`src/rtl/alu_pkg.sv`:
```
// Shared definitions for the ALU and its issue queue: opcode encodings,
// default widths, the command record and the output-stage state type.
package alu_pkg;

    localparam int ALU_WORDSIZE  = 32;
    localparam int ALU_SEL_WIDTH = 4;
    localparam int ALU_TAG_WIDTH = 4;

    localparam logic [ALU_SEL_WIDTH-1:0] ALU_ADD  = 4'b0000;
    localparam logic [ALU_SEL_WIDTH-1:0] ALU_SUB  = 4'b0001;
    localparam logic [ALU_SEL_WIDTH-1:0] ALU_MUL  = 4'b0010;
    localparam logic [ALU_SEL_WIDTH-1:0] ALU_DIV  = 4'b0011;
    localparam logic [ALU_SEL_WIDTH-1:0] ALU_SHL  = 4'b0100;
    localparam logic [ALU_SEL_WIDTH-1:0] ALU_SHR  = 4'b0101;
    localparam logic [ALU_SEL_WIDTH-1:0] ALU_ROL  = 4'b0110;
    localparam logic [ALU_SEL_WIDTH-1:0] ALU_ROR  = 4'b0111;
    localparam logic [ALU_SEL_WIDTH-1:0] ALU_AND  = 4'b1000;
    localparam logic [ALU_SEL_WIDTH-1:0] ALU_OR   = 4'b1001;
    localparam logic [ALU_SEL_WIDTH-1:0] ALU_NOR  = 4'b1010;
    localparam logic [ALU_SEL_WIDTH-1:0] ALU_NAND = 4'b1011;
    localparam logic [ALU_SEL_WIDTH-1:0] ALU_XOR  = 4'b1100;
    localparam logic [ALU_SEL_WIDTH-1:0] ALU_XNOR = 4'b1101;
    localparam logic [ALU_SEL_WIDTH-1:0] ALU_GT   = 4'b1110;
    localparam logic [ALU_SEL_WIDTH-1:0] ALU_EQ   = 4'b1111;

    // One queued ALU operation at the default widths.
    typedef struct packed {
        logic [ALU_WORDSIZE-1:0]  a;
        logic [ALU_WORDSIZE-1:0]  y;
        logic [ALU_SEL_WIDTH-1:0] sel;
        logic [ALU_TAG_WIDTH-1:0] tag;
    } alu_cmd_t;

    // Registered result stage: holds nothing, or one result awaiting a consumer.
    typedef enum logic {
        OS_EMPTY = 1'b0,
        OS_FULL  = 1'b1
    } out_state_t;

endpackage

```
`src/rtl/alu_issue_fifo.sv`:
```
// Command storage for the ALU issue queue: a DEPTH-entry circular buffer
// with occupancy count. Reads are combinational from the head entry.
module alu_issue_fifo #(
    parameter int DATA_W = 76,
    parameter int DEPTH  = 4,
    localparam int PTR_W = $clog2(DEPTH),
    localparam int CNT_W = PTR_W + 1
) (
    input  logic              clk,
    input  logic              rst,
    input  logic              push,
    input  logic              pop,
    input  logic [DATA_W-1:0] wr_data,
    output logic [DATA_W-1:0] rd_data,
    output logic [CNT_W-1:0]  count,
    output logic              full,
    output logic              empty
);

    logic [DATA_W-1:0] mem [DEPTH];
    logic [PTR_W-1:0]  rd_ptr;
    logic [PTR_W-1:0]  wr_ptr;

    // Pointer and occupancy update; pointers wrap naturally since DEPTH is a power of two.
    always_ff @(posedge clk) begin
        // NOTE: sequential state uses non-blocking assignments so every register samples pre-edge values.
        if (rst) begin
            rd_ptr <= '0;
            wr_ptr <= '0;
            count  <= '0;
        end else begin
            if (push) wr_ptr <= wr_ptr + 1'b1;
            if (pop)  rd_ptr <= rd_ptr + 1'b1;
            case ({push, pop})
                2'b10:   count <= count + 1'b1;
                2'b01:   count <= count - 1'b1;
                default: count <= count;
            endcase
        end
    end

    // Entry write on push.
    always_ff @(posedge clk) begin
        // NOTE: storage is deliberately not reset; entries are only read once the count marks them valid.
        if (push) mem[wr_ptr] <= wr_data;
    end

    assign rd_data = mem[rd_ptr];
    assign full    = (count == CNT_W'(DEPTH));
    assign empty   = (count == '0);

endmodule

```
`src/rtl/alu_issue_queue.sv`:
```
// Issue queue in front of the combinational ALU: buffers commands, drives
// the head entry onto the ALU inputs and registers the tagged result.
// Optional: define ALU_ISSUE_BYPASS_EN to let a command arriving at an idle
// queue go straight to the output stage (1-edge latency).
module alu_issue_queue
    import alu_pkg::*;
#(
    parameter int WORDSIZE  = ALU_WORDSIZE,
    parameter int SEL_WIDTH = ALU_SEL_WIDTH,
    parameter int DEPTH     = 4,
    parameter int TAG_WIDTH = ALU_TAG_WIDTH
) (
    input  logic                       clk,
    input  logic                       rst,
    input  logic                       in_valid,
    output logic                       in_ready,
    input  logic [WORDSIZE-1:0]        in_a,
    input  logic [WORDSIZE-1:0]        in_y,
    input  logic [SEL_WIDTH-1:0]       in_sel,
    input  logic [TAG_WIDTH-1:0]       in_tag,
    output logic [WORDSIZE-1:0]        alu_a,
    output logic [WORDSIZE-1:0]        alu_y,
    output logic [SEL_WIDTH-1:0]       alu_sel,
    input  logic [WORDSIZE-1:0]        alu_result,
    input  logic                       alu_carry,
    output logic                       out_valid,
    input  logic                       out_ready,
    output logic [WORDSIZE-1:0]        out_result,
    output logic                       out_carry,
    output logic                       out_divzero,
    output logic [TAG_WIDTH-1:0]       out_tag,
    output logic [$clog2(DEPTH):0]     count
);

    localparam int CMD_W = 2 * WORDSIZE + SEL_WIDTH + TAG_WIDTH;

    logic [CMD_W-1:0]     wr_data;
    logic [CMD_W-1:0]     head_data;
    logic [WORDSIZE-1:0]  head_a;
    logic [WORDSIZE-1:0]  head_y;
    logic [SEL_WIDTH-1:0] head_sel;
    logic [TAG_WIDTH-1:0] head_tag;
    logic                 fifo_full;
    logic                 fifo_empty;

    logic [WORDSIZE-1:0]  src_a;
    logic [WORDSIZE-1:0]  src_y;
    logic [SEL_WIDTH-1:0] src_sel;
    logic [TAG_WIDTH-1:0] src_tag;

    out_state_t state_q;
    out_state_t state_d;

    logic stage_free;
    logic push;
    logic bypass;
    logic fifo_push;
    logic load_fifo;
    logic load;
    logic div_zero;

    assign wr_data = {in_a, in_y, in_sel, in_tag};
    assign {head_a, head_y, head_sel, head_tag} = head_data;

    // in_ready depends only on registered occupancy, never on out_ready.
    assign in_ready   = !fifo_full;
    assign push       = in_valid && in_ready;
    assign stage_free = (state_q == OS_EMPTY) || out_ready;
    assign load_fifo  = !fifo_empty && stage_free;

`ifdef ALU_ISSUE_BYPASS_EN
    assign bypass = fifo_empty && stage_free && push;
`else
    assign bypass = 1'b0;
`endif

    assign fifo_push = push && !bypass;
    assign load      = load_fifo || bypass;

    alu_issue_fifo #(
        .DATA_W (CMD_W),
        .DEPTH  (DEPTH)
    ) u_fifo (
        .clk     (clk),
        .rst     (rst),
        .push    (fifo_push),
        .pop     (load_fifo),
        .wr_data (wr_data),
        .rd_data (head_data),
        .count   (count),
        .full    (fifo_full),
        .empty   (fifo_empty)
    );

    // Select the command presented to the ALU: head entry, the incoming command on bypass, or zeros when idle.
    always_comb begin
        // NOTE: every always_comb output gets a default first so no path leaves it unassigned (no latch).
        src_a   = head_a;
        src_y   = head_y;
        src_sel = head_sel;
        src_tag = head_tag;
        alu_a   = fifo_empty ? '0 : head_a;
        alu_y   = fifo_empty ? '0 : head_y;
        alu_sel = fifo_empty ? '0 : head_sel;
`ifdef ALU_ISSUE_BYPASS_EN
        if (fifo_empty && stage_free) begin
            src_a   = in_a;
            src_y   = in_y;
            src_sel = in_sel;
            src_tag = in_tag;
            alu_a   = in_a;
            alu_y   = in_y;
            alu_sel = in_sel;
        end
`endif
    end

    assign div_zero = (src_sel == ALU_DIV) && (src_y == '0);

    // Output-stage state register.
    always_ff @(posedge clk) begin
        if (rst) state_q <= OS_EMPTY;
        else     state_q <= state_d;
    end

    // Output-stage next state: fill on load, drain when consumed with nothing to replace it.
    always_comb begin
        state_d = state_q;
        case (state_q)
            OS_EMPTY: if (load) state_d = OS_FULL;
            OS_FULL:  if (out_ready && !load) state_d = OS_EMPTY;
            default:  state_d = OS_EMPTY;
        endcase
    end

    assign out_valid = (state_q == OS_FULL);

    // Result capture; divide-by-zero saturates and carry is kept only for ADD.
    always_ff @(posedge clk) begin
        if (rst) begin
            out_result  <= '0;
            out_carry   <= 1'b0;
            out_divzero <= 1'b0;
            out_tag     <= '0;
        end else if (load) begin
            out_result  <= div_zero ? '1 : alu_result;
            out_divzero <= div_zero;
            out_carry   <= (src_sel == ALU_ADD) && alu_carry;
            out_tag     <= src_tag;
        end
    end

endmodule

```
`config.mk`:
```
export PLATFORM = sky130hd
export DESIGN_NAME = alu_issue_queue
export DESIGN_NICKNAME = d
export VERILOG_FILES = /design/src/rtl/alu_pkg.sv /design/src/rtl/alu_issue_fifo.sv /design/src/rtl/alu_issue_queue.sv
export SDC_FILE = /design/constraint.sdc
export NUM_CORES = 1
export LEC_CHECK = 0
export ABC_AREA = 1
export CORE_ASPECT_RATIO = 0.7
export CORE_UTILIZATION = 32
export CTS_CLUSTER_SIZE = 12
export DETAILED_ROUTE_END_ITERATION = 8
export PLACE_DENSITY = 0.64
export SKIP_LAST_GASP = 1
export SYNTH_ARGS = -nofsm -noshare
export SYNTH_HDL_FRONTEND = slang
export SYNTH_SLANG_ARGS = --single-unit
```
`constraint.sdc`:
```
create_clock -name clk -period 6.41 [get_ports clk]
set_clock_uncertainty 0.2 [all_clocks]
set_input_delay 0.9615 -clock clk [delete_from_list [all_inputs] [get_ports clk]]
set_output_delay 0.9615 -clock clk [all_outputs]
set_load 0.005 [all_outputs]
```
[Word-level counts from Yosys, hierarchy flattened]
Memory sizes are Yosys's and may differ from the RTL's. A register that Yosys moved wholly into a read port is not among the register bits.
Cells that the tools add are included.
Cells by class
  add/sub/neg operators: 4
  reduce and logical (&&, ||, !) cells: 13
  bitwise logic cells: 1
  shift operators: 0
  muxes and demuxes: 12
  multipliers: 0
  equality and inequality tests: 4
  magnitude comparators: 0
  divide/modulo/power cells: 0
Operators by type and width (number)
  32-bit two-way mux: 3
  32-bit zero test: 1
  3-bit case mux with 2 select lines: 1
  1-bit logical AND: 5
  2-bit by 1-bit adder with 2-bit output, second input constant: 2
  4-bit by 2-bit equality test with 1-bit output, second input constant: 1
  4-bit zero test: 1
  1-bit two-way mux: 4
  2-bit two-way mux: 2
  4-bit two-way mux: 1
  3-bit by 1-bit adder with 3-bit output, second input constant: 1
  3-bit equality test, second input constant: 1
  1-bit zero test: 3
  3-bit zero test: 1
  3-bit by 1-bit subtractor with 3-bit output, second input constant: 1
  2-bit by 1-bit equality test with 1-bit output, second input constant: 1
  2-bit equality test, second input constant: 1
  1-bit case mux with 2 select lines: 1
  2-bit nonzero test: 1
  1-bit logical OR: 1
  1-bit NOT: 1
Word-level totals
  memory bits (writable): 288
  latch bits: 0
  memories: 1
  register bits after elaboration: 46
  ROM bits: 0
  word-level logic and storage cells: 43
Memories
  u_fifo.mem: depth 4, width 72, rd ports 1, clocked after memory_dff 1, wr ports 1, RTL line alu_issue_fifo.sv:20  | logic [DATA_W-1:0] mem [DEPTH];

[Longest topological paths before layout]
Gate-level depths: netlist of run 1.
  word-level depth: 7
  gate-level depth with buffers: 15
  mapped depth without buffers: 12

[Hierarchy]
Synthesis of run 1 repeated with hierarchy kept, for this count alone.
Second synthesis, totals
  cell total of the unflattened synthesis: 1113
  area, all modules: 13706.9 um2
Modules (own cells, without submodules)
  alu_issue_fifo: instances 1, area an instance 11538.6 um2, cells an instance 754
  alu_issue_queue: instances 1, area an instance 2168.3 um2, cells an instance 359

[Worst setup path before layout of run 1]
No wires, ideal clock.
  kind: input-to-reg
  from: input port in_valid
  to: memory u_fifo.mem[0][0] (netlist bit) (enable)
  data required time: 5.707 ns
  setup time: 0.503 ns
  arrival: 4.142 ns
  stages on the path: 2
  setup slack: 1.565 ns
  cells stage by stage: nand2_1 nor2_1
Between the ends
  longest elaborated chain between the ends: 3
RTL lines
  start, declared: RTL line alu_issue_queue.sv:15  | input logic in_valid,
  1-bit logical AND: RTL line alu_issue_queue.sv:67  | assign push = in_valid && in_ready;
  1-bit two-way mux: RTL line alu_issue_fifo.sv:45  | if (push) mem[wr_ptr] <= wr_data;
  1-bit two-way mux (not written as such): RTL line alu_issue_fifo.sv:45
  end, declared: RTL line alu_issue_fifo.sv:20
No other way between the ends.

==> impl_metrics.ini, run 1 <==
[floorplan]
rows = 62
start_util_pct = 32.5
die_height_um = 173
ios = 220
core_area_mm2 = 0.0411
die_x_um = 246
dieArea_mm2 = 0.0426

[timing]
fin_crit_ns = 4.70
hold_viol_final = 0
finalSetupViolations = 0
timing.fmax_mhz = 213
worst_pin_slew_ns = 1.15
fin_setup_tns_ns = 0
min_period_over_period_pct = 73.3
rsz0062_at_grt = no
finalMaxSlewViolations = 0
relSlewSlack_pct = 23.3

[clock_tree]
cts_buffers = 37
cts_tree = built
cts_root_buf = clkbuf_16
cts_hold_buf = 0
postCtsSetupBuffers = 0
clkSinkCount = 336
ctsResizeCount = 0
worstSkewPairLatency_ns = 0.53
clockBufferDepth = 3
ctsHtreeMaxLevel = 2
cts.clk_slew.worst_paths_ns = 0.06

[drt]
drcViolationCount = 0
via_count = 9013
drt_iter0_drc = 631
vias_per_cell = 4.63
drt_wl_total_um = 32800
dr.pass1.iters = 5
wl_per_cell_um = 16.8
ant_nets = 0

[yosys]
synth.net_count = 1288
netlist_area_mm2 = 0.0134
synth_area_per_cell_um2 = 11.4
ys_seq_elements = 336
synthCells = 1173
yosys_warnings = 0
yosysUniqueCellTypes = 23
synth-seq-area-share_pct = 71.9

[grt]
gr-usage-all-layers_pct = 15.3
grt_pass1_wl_um = 50800
grt_pass1_vias = 8819
grt_max_degree = 80
grt_remaining_overflow = 0
antenna_found_initial = 0

[min_path]
min_from = u_fifo.rd_ptr[1]
min_path_type = flop to flop

[finish]
synthToLayoutAreaGrowth_pct = 29.0
nFillCells = 3840
final_common_cell = edfxtp_1
drive_gt1_share_pct = 7.21
fin_nets = 1492
final_cell_mix = edfxtp_1 (288), nor2_1 (232), clkdlybuf4s50_1 (219), nand2_1 (212), o21ai_0 (106)

[pwr]
fin_total_pwr_uw = 7490
ir_drop_v = 0.000211
power_density_mw_per_mm2 = 435
p_leak_uw = 0.00618

[placed_design]
gp_congestion = 0.750
portBuffers = 219
dp_hpwl_um = 19200

[setup_path]
path_max_fanout = 79
cp.arrival_ns = 3.54
cp_data_required_time_ns = 5.25
startpoint_type = flop
path_class = flop to primary output
critPathCaptureType = primary output

[outcome]
outcome = complete, no violations

[run]
maxCapViolations = 0
## per-layer routing
layer | track usage [%] | part of all wire (%) | up-vias
met5 | 0 | 0 | -
met4 | 4.40 | 2.1 | 0
met3 | 3.10 | 5.5 | 52
met2 | 24.1 | 46 | 228
met1 | 21.3 | 46 | 4308
li1 | - | - | 4425
## synth_stat cells
cell type / number / area share (%)
inv_1: 46 / 1.3
a21oi_1: 46 / 1.7
buf_1: 10 / 0.28
inv_4: 1 / 0.047
o21ai_0: 106 / 4.0
buf_6: 6 / 0.51
clkbuf_1: 36 / 1.0
nor2_1: 237 / 6.7
a21oi_2: 20 / 1.3
ha_1: 5 / 0.47
buf_2: 12 / 0.45
nand3_1: 76 / 2.8
a31oi_1: 4 / 0.19
nor3_2: 1 / 0.075
clkinv_2: 1 / 0.037
buf_4: 4 / 0.22
nand4_1: 3 / 0.14
nand2_1: 212 / 6.0
fa_1: 1 / 0.15
nor3_1: 1 / 0.037
dfxtp_1: 48 / 7.2
edfxtp_1: 288 / 65
nand3_2: 9 / 0.67
## power breakdown
group / total (µW) / switching, µW / leakage (µW) / internal [µW]
combinational: 2620 / 1470 / 0.00258 / 1140
sequential: 2840 / 159 / 0.00304 / 2680
clock: 2030 / 828 / 0.000560 / 1200
total: 7490 / 2460 / 0.00618 / 5030
## state kept, by name, indices dropped and copies added (netlist names), named ones only
| signal | count |
|---|---|
| out_result | 32 |
| out_carry | 1 |
| u_fifo.wr_ptr | 2 |
| out_valid | 1 |
| out_tag | 4 |
| out_divzero | 1 |
| u_fifo.mem | 288 |
| u_fifo.rd_ptr | 2 |
| u_fifo.count | 3 |
## metrics by stage
stage          utilization, %  instances  area, µm²  worst slack, ns  hold WS [ns]
6_report                 41.9       1946      17200             1.71         0.279
5_1_grt                  41.9       1945      17200             1.38         0.289
4_1_cts                  41.9       1945      17200             1.65         0.271
3_5_place_dp             39.1       1882      16100             2.23         0.264
3_3_place_gp             39.1       1882      16100             2.24         0.245
2_1_floorplan               -       1173      13400             1.56         0.236
## worst max-delay path, stage by stage (launching register included)
cell and delay [ns]:
dfxtp_4 0.55, inv_4 0.70, buf_4 0.64, o21ai_0 0.18, a21oi_1 0.27, clkdlybuf4s50_1 0.56
## cell type report
cell class / instances / area [µm²] / share of cell area (%)
well taps: 544 / 681 / 3.95
multi-input cells: 721 / 3280 / 19.0
inverters: 48 / 184 / 1.07
repair buffers: 233 / 2320 / 13.5
clock inverters: 7 / 66.3 / 0.385
diodes: 1 / 2.50 / 0.0145
clock buffers: 56 / 1080 / 6.27
flip-flops and latches: 336 / 9620 / 55.8
## cells by family after synthesis
logic type | synth area share [%]
simple gates | 16.4
fa+ha+maj | 0.618
flops | 71.9
compound gates | 7.19
buf+inv | 3.85
## final timing paths
check | cells past startpoint | slack [ns] | endpoint
min reg2reg | 2 | 0.28 | flop
max reg2reg | 10 | 2.38 | out_result[14]
min | 2 | 0.28 | flop
max | 5 | 1.71 | alu_a[26]
Note: power is estimated with default switching activity, not from simulation.
==> run 2, diff against run 1 <==
--- a/config.mk
+++ b/config.mk
@@ -10,7 +10,7 @@
 export CORE_UTILIZATION = 32
 export CTS_CLUSTER_SIZE = 12
 export DETAILED_ROUTE_END_ITERATION = 8
-export PLACE_DENSITY = 0.64
+export PLACE_DENSITY = 0.65
 export SKIP_LAST_GASP = 1
 export SYNTH_ARGS = -nofsm -noshare
 export SYNTH_HDL_FRONTEND = slang
==> constraint.sdc (replaced) <==
create_clock -name clk -period 4.3 [get_ports clk]
set_clock_uncertainty 0.2 [all_clocks]
set_input_delay 0.645 -clock clk [delete_from_list [all_inputs] [get_ports clk]]
set_output_delay 0.645 -clock clk [all_outputs]
set_load 0.005 [all_outputs]
==> run 2 against run 1 <==
  * Clock power increased by 42%
  * Power is 48% higher
  * Critical path depth unchanged
  * Setup slack worse by 1.2 ns
  * Highest routed layer unchanged
  * Global-route usage rose by 0.43 points
  * Routed wire length is 2.5% higher
  * Die area is the same
  * Sequential power up 46%
  * Register-to-register slack lost 1.5 ns
  * Cell area barely moved
  * Core utilization barely moved
  * Critical endpoint is now alu_a[27]
  * Sequential share of layout area about the same
==> impl_metrics.ini, run 2 (same netlist as run 1, synthesis figures left out) <==
[clock_tree]
clkSinkCount = 336
cts_buffers = 36
postCtsSetupBuffers = 0
cts_tree = built
ctsHtreeMaxLevel = 2
cts.clk_slew.worst_paths_ns = 0.06
worstSkewPairLatency_ns = 0.52
cts_root_buf = clkbuf_16
clockBufferDepth = 3
ctsResizeCount = 0
cts_hold_buf = 0

[grt]
antenna_found_initial = 2
grt_pass1_vias = 9078
grt_remaining_overflow = 0
grt_pass1_wl_um = 52400
grt_max_degree = 145
gr-usage-all-layers_pct = 15.8

[drt]
drt_iter0_drc = 644
drcViolationCount = 0
drt_wl_total_um = 33600
vias_per_cell = 4.67
wl_per_cell_um = 17.2
ant_nets = 0
dr.pass1.iters = 5
via_count = 9120

[floorplan]
die_x_um = 246
ios = 220
rows = 62
core_area_mm2 = 0.0411
start_util_pct = 32.5
dieArea_mm2 = 0.0426
die_height_um = 173

[setup_path]
reg2reg_slack_ns = 0.92
cp.arrival_ns = 2.97
path_class = flop to primary output
path_max_fanout = 94
ff2ff_path_depth = 8
critPathCaptureType = primary output
cp_data_required_time_ns = 3.45
startpoint_type = flop

[finish]
fin_cells = 1954
largest_register_ffs = 288
design_area_mm2 = 0.0172
top_register = u_fifo.mem
top_regs = u_fifo.mem: 288 flops, out_result: 32 flops, out_tag: 4 flops
final_core_util_pct = 41.9
final_common_cell = edfxtp_1
fin_nets = 1500
final_cell_mix = edfxtp_1 (288), nor2_1 (232), clkdlybuf4s50_1 (219), nand2_1 (212), o21ai_0 (106)
drive_gt1_share_pct = 7.46
synthToLayoutAreaGrowth_pct = 29.0

[timing]
min_period_over_period_pct = 88.7
rsz0062_at_grt = no
finalMaxSlewViolations = 0
hold_viol_final = 0
worst_pin_slew_ns = 1.01
timing.fmax_mhz = 262
finalSetupViolations = 0
fin_crit_ns = 3.81
relSlewSlack_pct = 32.4
hold_slack_ns = 0.264
worst_slack_ns = 0.487

[placed_design]
gp_congestion = 0.778
place_area_mm2 = 0.0162
dp_hpwl_um = 19700
portBuffers = 219
dpl_worst_slack_ns = 0.924
dp_cells = 1891

[pwr]
p_leak_uw = 0.00617
power_density_mw_per_mm2 = 644
ir_drop_v = 0.000430

[run]
maxCapViolations = 0

[min_path]
holdPathStages = 2
min_path_type = flop to flop

[outcome]
outcome = complete, no violations
==> run 2: cell type report <==
type                    count  area (µm²)
diodes                      2        5.00
clock buffers              52         992
clock inverters             9        76.3
fillers                  3865       23900
inverters                  48         184
multi-input cells         721        3280
flip-flops and latches    336        9610
well taps                 544         681
repair buffers            242        2400
==> run 2: final timing paths <==
check / startpoint / to
max: flop / alu_a[27]
min: u_fifo.rd_ptr[1] / flop
max reg2reg: flop / out_divzero
min reg2reg: u_fifo.rd_ptr[1] / flop
==> run 2: power breakdown <==
part           internal (µW)  switching [µW]  leakage (µW)
Sequential              3990             145       0.00304
Clock                   1660            1220      0.000514
Combinational           1740            2330       0.00262
Total                   7400            3690       0.00617
==> run 2: worst max-delay path, cell delays in order (launching register included) <==
cell	delay [ns]
dfxtp_4	0.36
inv_4	0.69
buf_4	0.38
o21ai_0	0.13
a21oi_1	0.26
clkdlybuf4s50_1	0.56
==> run 2: routing by layer <==
layer	up-vias	routed length (µm)	global-route usage, %
li1	4437	-	-
met1	4365	15800	22.3
met2	264	15100	24.2
met3	54	1860	3.06
met4	0	912	5.18
met5	-	0	0
==> run 2: stage by stage <==
stage,total power [µW],TNS [ns]
after global placement,8290,0
after detailed placement,8330,0
final,11100,0
after CTS,11300,0
after global routing,11800,0
after floorplan,6300,-65.90
==> run 3, diff against run 2 <==
--- a/config.mk
+++ b/config.mk
@@ -8,6 +8,7 @@
 export ABC_AREA = 1
 export CORE_ASPECT_RATIO = 0.7
 export CORE_UTILIZATION = 32
+export CTS_CLUSTER_DIAMETER = 30
 export CTS_CLUSTER_SIZE = 12
 export DETAILED_ROUTE_END_ITERATION = 8
 export PLACE_DENSITY = 0.65
==> constraint.sdc (replaced) <==
create_clock -name clk -period 3.5 [get_ports clk]
set_clock_uncertainty 0.2 [all_clocks]
set_input_delay 0.525 -clock clk [delete_from_list [all_inputs] [get_ports clk]]
set_output_delay 0.525 -clock clk [all_outputs]
set_load 0.005 [all_outputs]
==> run 3 against run 2 <==
  * Setup slack worse by 0.35 ns
  * Cell count grew 1.9%
  * Count of clock-buffer cells in the layout rose by 11
  * Sequential cell count unchanged
  * Die area unchanged
  * Via count grew 0.71%
  * Clock power increased by 83%
  * Critical endpoint is now alu_a[22]
  * Largest cell class unchanged
==> impl_metrics.ini, run 3 (same netlist as run 1, synthesis figures left out) <==
[placed_design]
dp_hpwl_um = 19500
portBuffers = 219
dpl_worst_slack_ns = 0.713
gp_congestion = 0.745
place_area_mm2 = 0.0162

[timing]
relSlewSlack_pct = 27.5
finalSetupViolations = 0
timing.fmax_mhz = 298
fin_crit_ns = 3.36
hold_viol_final = 0
hold_slack_ns = 0.258
worst_slack_ns = 0.142
finalMaxSlewViolations = 0
min_period_over_period_pct = 95.9
rsz0062_at_grt = yes
worst_pin_slew_ns = 1.09

[finish]
nFillCells = 3748
largest_register_ffs = 288
final_cell_mix = edfxtp_1 (288), nor2_1 (232), clkdlybuf4s50_1 (219), nand2_1 (212), o21ai_0 (106)
drive_gt1_share_pct = 10.2
synthToLayoutAreaGrowth_pct = 35.2
top_register = u_fifo.mem
top_regs = u_fifo.mem: 288 flops, out_result: 32 flops, out_tag: 4 flops
fin_nets = 1517
design_area_mm2 = 0.0181
final_common_cell = edfxtp_1

[floorplan]
die_height_um = 173
die_x_um = 246
rows = 62
ios = 220
dieArea_mm2 = 0.0426
core_area_mm2 = 0.0411
start_util_pct = 32.5

[grt]
grt_pass1_wl_um = 51500
antenna_found_initial = 3
grt_pass1_vias = 8926
grt_max_degree = 145
grt_remaining_overflow = 0
gr-usage-all-layers_pct = 15.6

[drt]
wl_per_cell_um = 16.8
dr.pass1.iters = 5
via_count = 9185
vias_per_cell = 4.61
drt_wl_total_um = 33500
ant_nets = 0
drt_iter0_drc = 573
drcViolationCount = 0

[clock_tree]
ctsHtreeMaxLevel = 2
postCtsSetupBuffers = 0
cts_root_buf = clkbuf_16
clkSinkCount = 336
cts_buffers = 56
clockBufferDepth = 3
cts_tree = built
worstSkewPairLatency_ns = 0.57
cts.clk_slew.worst_paths_ns = 0.05

[setup_path]
path_class = flop to primary output
path_max_fanout = 144
startpoint_type = flop
reg2reg_slack_ns = 0.74
cp_data_required_time_ns = 2.77
r2r_end = out_result[14]
cp.arrival_ns = 2.63
critPathCaptureType = primary output
ff2ff_path_depth = 12

[min_path]
holdPathStages = 2
min_from = u_fifo.rd_ptr[1]
min_path_type = flop to flop

[outcome]
outcome = complete, no violations

[pwr]
power_density_mw_per_mm2 = 853
p_leak_uw = 0.00654
ir_drop_v = 0.000506

[run]
maxCapViolations = 0
-- run 3: worst max-delay path by stage --
stage / from / endpoint / slack (ns)
final: flop / alu_a[22] / 0.14
after global routing: flop / alu_a[22] / -0.03
after CTS: flop / alu_y[17] / 0.08
after detailed placement: in_valid / u_fifo.count[2] / 0.71
after global placement: flop / alu_a[1] / 0.70
after floorplan: u_fifo.count[1] / u_fifo.mem[0][0] / -0.97
-- run 3: timing repair --
item	CTS	global route
hold buffers	0	0
endpoints found under the setup margin	0	6
gates resized for setup	0	1
-- run 3: worst max-delay path, stage by stage (launching register included) --
cell,delay (ns)
dfxtp_4,0.38
buf_16,0.47
nor2_1,0.11
nor2_1,0.11
o21ai_0,0.09
a21oi_1,0.31
clkdlybuf4s50_1,0.57
-- run 3: area by class of cell --
type | instances | area, µm² | share of cell area, %
antenna | 1 | 2.50 | 0.0139
clock buffer | 63 | 1450 | 8.02
clock inverter | 40 | 399 | 2.21
inverter | 48 | 184 | 1.02
multi-input combinational | 721 | 3280 | 18.1
sequential | 336 | 9610 | 53.2
tap | 544 | 681 | 3.77
timing repair buffer | 239 | 2450 | 13.6
-- run 3: per-layer routing --
metal / up-vias / GRT usage [%] / wire, µm
met1: 4379 / 20.5 / 14800
met4: 4 / 4.48 / 675
li1: 4499 / - / -
met2: 242 / 25.4 / 16000
met5: - / 0 / 30
met3: 61 / 3.74 / 1960
-- run 3: metrics by stage --
step                total power [µW]  cells  TNS, ns  utilization [%]
global placement               10200   1888        0             39.4
detailed placement             10300   1888        0             39.4
global route                   16300   1992  -0.0553             43.9
floorplan                       7740   1173  -280.77                -
finish                         15400   1992        0             43.9
CTS                            15600   1991        0             43.9
-- run 3: where the power goes --
group	leakage, µW	switching (µW)	total, µW	internal [µW]
Sequential	0.00304	181	5100	4920
Combinational	0.00263	2860	5040	2180
Clock	0.000873	1910	5270	3360
Total	0.00654	4940	15400	10500
